`config.mk`:
```
export PLATFORM = sky130hd
export DESIGN_NAME = mem_arbiter
export DESIGN_NICKNAME = d
export VERILOG_FILES = /design/src/rtl/mem_arbiter.sv
export SDC_FILE = /design/constraint.sdc
export NUM_CORES = 1
export LEC_CHECK = 0
export BUFFER_PORTS_ARGS = -buffer_cell sky130_fd_sc_hd__buf_2
export CORE_UTILIZATION = 35
export DETAILED_ROUTE_END_ITERATION = 16
export GPL_ROUTABILITY_DRIVEN = 0
export HOLD_SLACK_MARGIN = 0.05
export SETUP_SLACK_MARGIN = 0.2
export SYNTH_ARGS = -nofsm -noshare
export SYNTH_HDL_FRONTEND = slang
export SYNTH_SLANG_ARGS = --single-unit
```
`constraint.sdc`:
```
create_clock -name clk -period 1.67 [get_ports clk]
set_input_delay 0.334 -clock clk [delete_from_list [all_inputs] [get_ports clk]]
set_output_delay 0.334 -clock clk [all_outputs]
set_load 0.05 [all_outputs]
```
`src/rtl/mem_arbiter.sv`:
```
// rtl/mem_arbiter.sv - two-port (fetch/data) arbiter for a single memory bus
//
// Purpose: grants one requester per bus transaction, registers the winning
// request onto the bus, holds it until mem_ack or timeout, then returns a
// one-cycle ack (with error flag) and read data to the winner. Data wins
// ties unless it has already won MAX_DATA_STREAK ties in a row.
//
// Ports:
//   clk, rst                        clock, synchronous active-high reset
//   if_req/if_addr                  fetch request and address
//   if_ack/if_err/if_rdata          fetch completion pulse, timeout flag, data
//   d_req/d_we/d_addr/d_wdata       data request, store flag, address, data
//   d_ack/d_err/d_rdata             data completion pulse, timeout flag, data
//   mem_req/mem_we/mem_addr/mem_wdata  registered bus request
//   mem_ack/mem_rdata               bus completion and read data

module mem_arbiter #(
  parameter int XLEN            = 32,
  parameter int MAX_DATA_STREAK = 4,
  parameter int TIMEOUT         = 255
) (
  input  logic            clk,
  input  logic            rst,
  input  logic            if_req,
  input  logic [XLEN-1:0] if_addr,
  output logic            if_ack,
  output logic            if_err,
  output logic [XLEN-1:0] if_rdata,
  input  logic            d_req,
  input  logic            d_we,
  input  logic [XLEN-1:0] d_addr,
  input  logic [XLEN-1:0] d_wdata,
  output logic            d_ack,
  output logic            d_err,
  output logic [XLEN-1:0] d_rdata,
  output logic            mem_req,
  output logic            mem_we,
  output logic [XLEN-1:0] mem_addr,
  output logic [XLEN-1:0] mem_wdata,
  input  logic            mem_ack,
  input  logic [XLEN-1:0] mem_rdata
);

  localparam int SW = $clog2(MAX_DATA_STREAK + 1);
  localparam int TW = $clog2(TIMEOUT + 1);
  localparam logic [SW-1:0] STREAK_MAX = SW'(MAX_DATA_STREAK);
  localparam logic [TW-1:0] TMO_LAST   = TW'(TIMEOUT - 1);

  typedef enum logic [1:0] {IDLE, BUSY_IF, BUSY_D} state_t;

  state_t        state;
  state_t        state_nxt;
  logic [SW-1:0] streak;
  logic [TW-1:0] tmo_cnt;

  logic if_cnt;
  logic d_cnt;
  logic grant_d;
  logic grant_if;
  logic busy;
  logic tmo_hit;
  logic finish;

  // State register
  always_ff @(posedge clk) begin
    if (rst) begin
      state <= IDLE;
    end else begin
      state <= state_nxt;
    end
  end

  // Next-state logic
  always_comb begin
    state_nxt = state;
    unique case (state)
      IDLE: begin
        if (grant_d) begin
          state_nxt = BUSY_D;
        end else if (grant_if) begin
          state_nxt = BUSY_IF;
        end
      end
      BUSY_IF, BUSY_D: begin
        if (finish) begin
          state_nxt = IDLE;
        end
      end
      default: state_nxt = IDLE;
    endcase
  end

  // Decode: grant decisions and transaction completion
  always_comb begin
    // A port whose ack is high this cycle has just been served; its req is
    // still the old one and must not start a second transaction.
    if_cnt   = if_req & ~if_ack;
    d_cnt    = d_req & ~d_ack;
    grant_d  = 1'b0;
    grant_if = 1'b0;
    busy     = (state != IDLE);
    // A mem_ack in the last allowed cycle still counts as success.
    tmo_hit  = busy && !mem_ack && (tmo_cnt == TMO_LAST);
    finish   = busy && (mem_ack || tmo_hit);
    if (state == IDLE) begin
      grant_d  = d_cnt && !(if_cnt && (streak == STREAK_MAX));
      grant_if = if_cnt && !grant_d;
    end
  end

  // Bus request, completion and bookkeeping registers
  always_ff @(posedge clk) begin
    if (rst) begin
      mem_req   <= 1'b0;
      mem_we    <= 1'b0;
      mem_addr  <= '0;
      mem_wdata <= '0;
      if_ack    <= 1'b0;
      if_err    <= 1'b0;
      if_rdata  <= '0;
      d_ack     <= 1'b0;
      d_err     <= 1'b0;
      d_rdata   <= '0;
      streak    <= '0;
      tmo_cnt   <= '0;
    end else begin
      if_ack <= 1'b0;
      if_err <= 1'b0;
      d_ack  <= 1'b0;
      d_err  <= 1'b0;
      if (grant_d) begin
        mem_req   <= 1'b1;
        mem_we    <= d_we;
        mem_addr  <= d_addr;
        mem_wdata <= d_we ? d_wdata : '0;
        tmo_cnt   <= '0;
        // Only tie wins against a waiting fetch build the streak.
        if (if_cnt) begin
          streak <= (streak == STREAK_MAX) ? streak : streak + SW'(1);
        end else begin
          streak <= '0;
        end
      end else if (grant_if) begin
        mem_req   <= 1'b1;
        mem_we    <= 1'b0;
        mem_addr  <= if_addr;
        mem_wdata <= '0;
        tmo_cnt   <= '0;
        streak    <= '0;
      end else if (finish) begin
        mem_req <= 1'b0;
        tmo_cnt <= '0;
        if (state == BUSY_IF) begin
          if_ack <= 1'b1;
          if_err <= ~mem_ack;
          if (mem_ack) begin
            if_rdata <= mem_rdata;
          end
        end else begin
          d_ack <= 1'b1;
          d_err <= ~mem_ack;
          if (mem_ack) begin
            d_rdata <= mem_rdata;
          end
        end
      end else if (busy) begin
        tmo_cnt <= tmo_cnt + TW'(1);
      end
    end
  end

endmodule
```
# Word level (Yosys, flattened, before mapping)
# Index checks and enable logic that the tools add are counted.
# classes
multipliers	0
n_bitwise	9
order_cmp	0
shift	0
n_mux	22
reduce_logical	23
add_sub_neg	2
div	0
n_eq_ne	7
# op_table
cell	count
two-way mux 32 bit	5
two-way mux 3 bit	4
AND reduction 5 bit	2
OR reduction 5 bit	2
two-way mux 1 bit	9
adder 8 x 1 -> 8 bit, second input constant	1
equality test 8 bit, second input constant	1
OR reduction 4 bit	2
inverter 1 bit	7
logical AND 1 bit	6
two-way mux 2 bit	3
inequality test 3 bit, second input constant	2
case mux 2 bit (2 select lines)	1
AND reduction 2 bit	2
nonzero test 2 bit	2
adder 3 x 1 -> 3 bit, second input constant	1
equality test 3 bit, second input constant	1
logical NOT 1 bit	3
nonzero test 3 bit	1
AND 1 bit	2
equality test 2 x 1 -> 1 bit, second input constant	1
equality test 2 bit, second input constant	1
logical NOT 2 bit	1
inequality test 2 bit, second input constant	1
other kinds (2)	2
# word_totals
word_cells	76
in_bits	134
regBits	147
mem_count	0
mem_bits_rw	0
latchBits	0
romBits	0
out_inout_bits	134

# Depth between registers and ports, before layout
# Gate-level depths: netlist (run 1).
# logic_depth
word_depth	11
ltp_mapped	9
mapped_depth_nobuf	6

# Least setup slack after synthesis (run 1)
# OpenSTA, ideal clock, no wires.
# synth_timing
path_type	flip-flop to flip-flop
start	register d_ack
end	register mem_wdata[2]
required_ps	1553
path_slack_ps	-53
stages_incl_launch_ff	7
t_arrival_ps	1606
path_cell_list	dfxtp_1 and2b_1 and2_1 and3_4 buf_6 buf_6 a22o_1
# synth_via
elab_chain_len	7
word_cells_on_any_way	9
# synth_rtl
item	line	rtl
from (decl)	33	output logic d_ack,
from (signal assigned)	121	d_ack <= 1'b0;
from (signal assigned)	129	d_ack <= 1'b0;
from (signal assigned)	160	d_ack <= 1'b1;
inverter 1 bit (*)	98	d_cnt = d_req & ~d_ack;
AND 1 bit (*)	98	
logical AND 1 bit (*)	106	grant_d = d_cnt && !(if_cnt && (streak == STREAK_MAX));
logical NOT 1 bit	107	grant_if = if_cnt && !grant_d;
logical AND 1 bit	107	
two-way mux 1 bit	105	if (state == IDLE) begin
nonzero test 2 bit (no source line)	--	
to (signal assigned)	135	mem_wdata <= d_we ? d_wdata : '0;
to (decl)	39	output logic [XLEN-1:0] mem_wdata,
# Every way passes the cells marked *; elsewhere a longest branch is shown, timed or not.
# A chain may end at the register's enable or synchronous reset.

# Final worst setup path (run 1)
# layout_timing
start	register state[1]
end	register d_rdata[17]
# layout_via
elab_chain_len	6
word_cells_on_any_way	13
# layout_rtl
item	line	rtl
from (decl)	51	state_t state;
from (signal assigned)	69	state <= state_nxt;
nonzero test 2 bit	101	busy = (state != IDLE);
logical AND 1 bit (2 in series)	103	tmo_hit = busy && !mem_ack && (tmo_cnt == TMO_LAST);
logical OR 1 bit	104	finish = busy && (mem_ack || tmo_hit);
logical AND 1 bit	104	
AND reduction 5 bit (no source line) (*)	--	
to (signal assigned)	163	d_rdata <= mem_rdata;
to (decl)	35	output logic [XLEN-1:0] d_rdata,
# Marked as above.

==> results of run 1 <==
## state kept, by name, indices dropped and copies added (netlist names), 2 cells and up
| signal | flops |
|---|---|
| if_rdata | 32 |
| streak | 3 |
| mem_addr | 32 |
| mem_wdata | 32 |
| d_rdata | 32 |
| tmo_cnt | 8 |
| state | 2 |
## cells by family (layout without fill, tap and decap cells)
| logic type | Yosys count | in the layout | share of synthesized area (%) |
|---|---|---|---|
| compound gates | 172 | 172 | 19.7 |
| xor+xnor | 7 | 7 | 1.13 |
| buf+inv | 52 | 358 | 4.78 |
| flops | 147 | 147 | 54.1 |
| simple gates | 238 | 238 | 18.4 |
| mux | 3 | 3 | 0.575 |
| fa+ha+maj | 6 | 6 | 1.38 |
## where the power goes
part           switching (mW)  internal, mW
combinational            2.73          1.38
clock                    1.48          2.28
sequential              0.196          3.92
## metrics by stage
stage	cell area, sq um	hold slack [ns]
after floorplan	5470	0.406
after CTS	7980	0.0995
after global routing	8450	0.112
final	8450	0.122
after global placement	7070	0.429
after detailed placement	7070	0.433
## cell type report
| cell class | count | area [sq um] | share of cell area (%) |
|---|---|---|---|
| timing repair buffer | 319 | 2150 | 25.4 |
| multi-input combinational | 426 | 2500 | 29.6 |
| sequential | 147 | 2950 | 34.9 |
| clock inverter | 12 | 130 | 1.54 |
| tap | 188 | 235 | 2.78 |
| inverter | 7 | 26.3 | 0.311 |
| clock buffer | 20 | 457 | 5.40 |
## placed cells by master, fill, tap and decap left out, types with 3 or more instances in the layout
cell,instances
sky130_fd_sc_hd__dfxtp_2,5
sky130_fd_sc_hd__ha_1,3
sky130_fd_sc_hd__xor2_1,4
sky130_fd_sc_hd__a22o_1,35
sky130_fd_sc_hd__buf_6,9
sky130_fd_sc_hd__nand2_1,182
sky130_fd_sc_hd__a31oi_1,31
sky130_fd_sc_hd__clkinv_2,3
sky130_fd_sc_hd__clkbuf_16,24
sky130_fd_sc_hd__nand2_2,4
sky130_fd_sc_hd__a21oi_2,21
sky130_fd_sc_hd__nand2_4,12
sky130_fd_sc_hd__nor2_2,5
sky130_fd_sc_hd__inv_2,4
sky130_fd_sc_hd__buf_2,268
sky130_fd_sc_hd__buf_4,15
sky130_fd_sc_hd__inv_1,3
sky130_fd_sc_hd__and2_4,3
sky130_fd_sc_hd__a21oi_1,44
sky130_fd_sc_hd__buf_16,4
sky130_fd_sc_hd__o21ai_0,33
sky130_fd_sc_hd__dfxtp_1,141
sky130_fd_sc_hd__nor2_1,7
sky130_fd_sc_hd__xnor2_1,3
sky130_fd_sc_hd__nor2b_1,4
sky130_fd_sc_hd__buf_12,14
sky130_fd_sc_hd__clkinvlp_4,3
## worst max-delay path, cell delays in order, from the launching register on
cell and delay, ns:
sky130_fd_sc_hd__dfxtp_2 0.33, sky130_fd_sc_hd__inv_2 0.05, sky130_fd_sc_hd__ha_4 0.17, sky130_fd_sc_hd__buf_6 0.13, sky130_fd_sc_hd__nand2b_4 0.15, sky130_fd_sc_hd__nor2_4 0.17, sky130_fd_sc_hd__buf_12 0.13, sky130_fd_sc_hd__buf_12 0.12
sky130_fd_sc_hd__nand2_1 0.07, sky130_fd_sc_hd__a21oi_2 0.14
## final timing paths
check | startpoint | end | slack, ns | cells after the start
max | state[1]$_SDFFE_PP0P_ | d_rdata[17]$_SDFFE_PP0P_ | 0.14 | 9
min | d_wdata[19] | mem_wdata[19]$_SDFFE_PP0P_ | 0.12 | 2
max reg2reg | state[1]$_SDFFE_PP0P_ | d_rdata[17]$_SDFFE_PP0P_ | 0.14 | 9
min reg2reg | mem_we$_SDFFE_PP0P_ | mem_we$_SDFFE_PP0P_ | 0.44 | 1
## repair_timing
| item | in CTS | in global routing |
|---|---|---|
| endpoints found under the hold margin | 0 | 0 |
| resized for setup | 30 | 68 |
| gates cloned | 5 | 9 |
| pin swaps | 9 | 28 |
| setup buffers | 15 | 3 |
| setup endpoints to repair | 140 | 138 |
## routing by layer
metal  vias up  global-route usage [%]
li1       2718                       -
met1      2545                    23.5
met5         -                       0
met3        22                    5.27
met4         0                    8.05
met2       199                    34.5
==> flow_results.org, run 1 <==
** Placement
- OpenSTA, run right after detailed placement, puts the worst setup slack at between 0.006 and 0.007 ns.
- Number of cells in the design after placement :: 1055
- The HPWL after detailed placement is between 10 and 15 mm.
- Buffers placed on the I/O ports in this run total roughly 270.

** STA
- At the pin with the least slew margin, the transition time is between 0.4 and 0.5 ns.
- Once routing completed, OpenROAD measured the worst setup slack at about 0.14 ns.
- Setup total negative slack on the finished layout was measured at 0 ns.
- Relative slew margins :: between 60% and 70%
- Final count of hold timing violations :: 0
- FMAX :: 652 MHz
- Portion of the clock cycle consumed by the worst path in the final layout :: 91.9%
- Unrepaired setup endpoints after global routing :: yes
- On the final layout, the worst clock skew is approximately 0.0083 ns.
- Tmin final :: between 1.5 and 2 ns
- Setup violations remaining at the end of the flow were counted as 0.
- The number of max-slew violations in the final report came to 0.

** Critical path
- Data arrives at the worst endpoint at 1.88 ns.
- The worst setup path is captured at a register.
- Largest fanout on the critical path :: 10
- Data on the critical path is required at its endpoint by 2.01 ns.
- STA classifies the critical path startpoint as a register.
- Critical path type :: register to register

** Routing
- Overall via count from detail_route :: 5484
- The first detailed-routing pass took 4 iterations.
- Wire length on met2 :: between 8 and 9 mm
- Dividing the detail-routed via count by the number of cells gives 4.90.
- For this block, the initial DRC count from the detailed router was around 280.
- For this run, design rule violations remaining after detail routing come to 0.
- Highest metal used :: met4
- The final layout contains routed wiring with a total length of between 15 and 20 mm.
- Number of routed nets with antenna violations :: 0
- After detailed routing, the average wire length per cell comes to between 15 and 20 um.
- Routed length on met3 :: between 1 and 1.5 mm
- Metal1 wirelength :: around 7.3 mm

** Logic synthesis
- After synthesis, the netlist uses 43 different library cells.
- Sequential cells were found to cover 54.1% of the synthesized design area.
- Summed over all instances, the cell type with the most area after synthesis is sky130_fd_sc_hd__dfxtp_1.
- After synthesis, the most frequently instantiated cells are sky130_fd_sc_hd__nand2_1, sky130_fd_sc_hd__dfxtp_1, sky130_fd_sc_hd__a21oi_1.
- In the synthesized netlist the async set-or-reset flop fraction comes to 0%.
- Synthesized area divided by synthesized cell count :: a little under 9 sq um
- In the synthesized netlist the dominant register cell turns out to be sky130_fd_sc_hd__dfxtp_1.
- Most common cell in the netlist :: sky130_fd_sc_hd__nand2_1
- Combined area of all synthesized cells :: between 5000 and 6000 sq um
- Yosys printed 0 warnings.
- Counting every net in the synthesized netlist gives 765.
- After synthesis the netlist holds a flip-flop and latch count of about 150.
- The top cell type by area accounts for 54.1% of the synthesized area.
- Sorting the synthesized cells by area gives the leading types as sky130_fd_sc_hd__dfxtp_1, sky130_fd_sc_hd__nand2_1, sky130_fd_sc_hd__a21oi_1.
- Synthesis produced around 630 cells.
- Yosys mapped a number of flops with a built-in enable equal to 0.

** Hold path
- Worst hold path type :: primary input to register

** Global routing
- Global-route wire length before repair :: roughly 25 mm
- Number of global-route vias before repair :: between 5000 and 6000
- Number of antenna violations at the first check in global routing :: 0
- Total GRT Usage :: 19.9%
- After global routing the overflow that remains totals 0.
- Entering global routing, the biggest net connects 43 pins.

** Job
- Max capacitance violation total :: 0

** Clock network
- Number of H-tree levels :: 4
- Clock-pin slew of the registers on the worst-case setup and hold paths :: about 0.060 ns
- Number of buffers created by CTS :: 17
- For this design, the CTS-stage hold fixing added 0 buffers.
- CTS tree :: done
- Cell chosen for the clock root :: sky130_fd_sc_hd__clkbuf_16
- The clock drives 147 sinks.
- Worst skew pair latency :: around 0.42 ns
- No sink is reached through more buffers than the 2 on the longest clock path.

** Cells and area
- The repair_antennas step left the layout with diodes totalling 0.
- Final-layout fill cell count :: between 1000 and 1500
- In the final design database the tool counted 1058 nets.
- Layout Cells excl Fill :: approximately 1100
- Of the cells placed in the final design, the portion with a size suffix greater than 1 is between 40% and 50%.
- Area Overhead vs Synth :: 55.3%
- Measured on the finished design, the core utilization comes to ~56%.

** Floorplanning
- Die outline height :: between 100 and 150 um
- Initial Util :: around 36%
- The core region is roughly 15000 sq um.
- The initialized floorplan defines between 40 and 50 standard-cell rows.
- IO Pins :: 268
- The floorplan step defined a die boundary enclosing around 16000 sq um.
- From left edge to right edge, the die measures 127 um.

** Pwr
- For this design the static power due to leakage is between 3 and 4 nW.
- Total power :: about 12 mW
- In this run the power density over the cells is between 1000 and 1500 nW/um^2.
- IR drop worst, VDD :: 0.750 mV

** Run status
- The run finished with clean final reports.
No activity file was read; power rests on OpenSTA's default activity.
==> inputs of run 2 (changes only) <==
CORE_UTILIZATION = 46   (was 35)
GPL_TIMING_DRIVEN = 0   (was default)
PLACE_DENSITY = 0.8   (was default)
==> run 2 against run 1 <==
Effect of this change:
- utilization grew 19 points
- clock power grew 4%
- via count grew 7.1%
- worst hold slack lost 0.0057 ns
- critical endpoint is now state[0]$_SDFFE_PP0P_
- clock skew shrank 0.0033 ns
- sequential share of layout area shrank 0.50 points
==> flow_results.org, run 2 (synthesis results as in run 1) <==
** Run status
- The flow ran to the end, and the final reports show no timing, DRC or antenna violations.

** Cells and area
- The repair_antennas step left the layout with diodes totalling 0.
- Nets :: approximately 1100
- The finished cells cover about 8600 sq um.
- Leaving out fill and tap cells, the most frequent cell in the layout is sky130_fd_sc_hd__buf_2.
- Area Overhead vs Synth :: 57.6%
- For this run, the share of the core covered by cells in the final layout is 74.8%.
- Share of final-layout standard cells stronger than drive strength 1 :: about 48%
- Commonest cells after routing, fill and taps aside :: sky130_fd_sc_hd__buf_2, sky130_fd_sc_hd__nand2_1, sky130_fd_sc_hd__dfxtp_1

** Floorplanning
- Measured along the x axis, the die boundary spans between 100 and 150 um.
- For this design the top-level I/O count stands at approximately 270.
- Total die area :: between 10000 and 15000 sq um
- Initial Util :: approximately 47%
- In this run the vertical extent of the chip is roughly 110 um.
- The floorplan has 39 rows.
- The region available for standard cell placement spans 11500 sq um.

** STA
- Max Slew Vio Count :: 0
- Tmin final :: approximately 1.6 ns
- Setup violations remaining at the end of the flow were counted as 0.
- Headroom to the max-slew limit came out at roughly 63%.
- Tightest Pin Transition :: ~0.55 ns
- The worst path uses 96.2% of the clock period.
- The number of failing hold endpoints at the final stage is 0.
- FMAX :: 622 MHz
- Worst hold-check slack :: between 0.1 and 0.15 ns
- Worst-case clock skew :: roughly 0.0050 ns
- In the final timing run, aggregate negative setup slack is 0 ns.
- Setup repair after global routing could not meet its margin everywhere.

** Clock network
- Number of buffers created by CTS :: 17
- CTS saw 147 sinks.
- Clock-pin slew of the registers on the worst-case setup and hold paths :: roughly 0.060 ns
- TritonCTS built the clock tree.
- Number of H-tree levels :: 4
- Worst skew pair latency :: about 0.42 ns
- Cell chosen for the clock root :: sky130_fd_sc_hd__clkbuf_16
- Max Root-Sink Buffers :: 2

** Critical path
- The worst setup path is of the register to register kind.
- Data on the critical path arrives at its endpoint at between 1.5 and 2 ns.
- In this run the critical register-to-register path is launched from state[1]$_SDFFE_PP0P_.
- Flop2flop setup slack :: about 0.063 ns
- Worst R2R End :: state[0]$_SDFFE_PP0P_
- Largest fanout on the critical path :: 7
- The worst setup path is captured at a register.
- The worst register-to-register path has a depth of 7.
- Startpoint Class :: register
- Launching instance or port of the critical path :: state[1]$_SDFFE_PP0P_
- Crit path required time :: between 2 and 2.5 ns

** Hold path
- For hold timing, the worst endpoint is mem_wdata[19]$_SDFFE_PP0P_.
- The worst hold path begins at d_wdata[19].
- Counting instances, the worst hold path has a depth of 2.
- Worst hold path type :: primary input to register

** Pwr
- For this design the ratio of total power to cell area is approximately 1400 nW/um^2.
- IR drop worst, VDD :: 0.953 mV
- In this run the static leakage power is 4.03 nW.

** Routing
- The detailed router placed between 5000 and 6000 vias in this run.
- Detail-routed net length per standard cell :: 15.8 um
- Via-per-instance ratio :: between 5 and 6
- The count of nets left with antenna violations once routing finished came out at 0.
- The first routing iteration left a little over 400 violations.
- The first detailed-routing pass took 5 iterations.
- Post-route DRC :: 0
- Overall routed net length :: 17.5 mm

** Global routing
- Number of antenna violations at the first check in global routing :: 0
- Global-route wire length before repair :: ~27 mm
- The number of global-route vias before repair came to around 5600.
- In the global route stage, overall resource usage came out at between 20% and 30%.
- Maximum number of pins on one net before global-route repair :: 17
- GRT Residual Overflow :: 0

** Placement
- During placement, the flow inserted port buffers numbering about 270.
- In this run the cell area measured after placement is about 7000 sq um.
- DP Wirelength :: around 11 mm

** Job
- Max capacitance violation total :: 0
## run 2: how the worst max path moves through the flow
stage / depth (start not counted) / endpoint / slack, ns
4_1_cts: 7 / if_err$_SDFF_PP0_ / 0.13
3_5_place_dp: 7 / mem_addr[15]$_SDFFE_PP0P_ / -0.12
5_1_grt: 9 / if_rdata[1]$_SDFFE_PP0P_ / -0.004
6_report: 7 / state[0]$_SDFFE_PP0P_ / 0.06
3_3_place_gp: 7 / mem_addr[15]$_SDFFE_PP0P_ / -0.09
2_1_floorplan: 6 / mem_wdata[2]$_SDFFE_PP0P_ / 0.19
## run 2: worst max-delay path, cell delays in order (launching register included)
cell                       delay, ns
sky130_fd_sc_hd__dfxtp_2        0.33
sky130_fd_sc_hd__inv_2          0.08
sky130_fd_sc_hd__ha_4           0.16
sky130_fd_sc_hd__buf_6          0.13
sky130_fd_sc_hd__and4b_2        0.26
sky130_fd_sc_hd__buf_4          0.15
sky130_fd_sc_hd__a211oi_2       0.26
sky130_fd_sc_hd__a22o_1         0.18
## run 2: through the flow
step                      worst slack [ns]  cells  power [mW]
after floorplan                      0.191    625        6.67
after global placement             -0.0867   1034        7.52
after detailed placement            -0.123   1034        7.55
after CTS                            0.131   1096        11.8
after global routing              -0.00373   1108        12.7
final                               0.0630   1108        12.3
## run 2: cell type report
| cell class | instances | area [sq um] |
|---|---|---|
| well taps | 143 | 179 |
| clock buffers | 23 | 478 |
| clock inverters | 9 | 128 |
| fillers | 784 | 2890 |
| repair buffers | 308 | 1810 |
| inverters | 7 | 26.3 |
| multi-input cells | 426 | 2570 |
| plain buffers | 45 | 437 |
| flip-flops and latches | 147 | 2950 |
## run 2: layer usage
layer  part of all wire [%]  global-route usage [%]  wire length, um
met5                      0                       0                0
met4                    4.2                    13.2              734
met3                    6.5                    5.85             1130
met2                     50                    47.5             8760
met1                     39                    30.3             6830
## run 2: power by group
part	internal, mW	switching [mW]	total (mW)
clock network	2.46	1.44	3.90
registers	3.92	0.205	4.13
logic	1.45	2.78	4.24
## run 2: timing repair
action                     in CTS  in global routing
cloned                          7                  4
hold buffers                    0                  0
gates resized for setup        98                 93
setup buffers                  23                  8
pin swaps                      27                 66
setup endpoints to repair     145                146
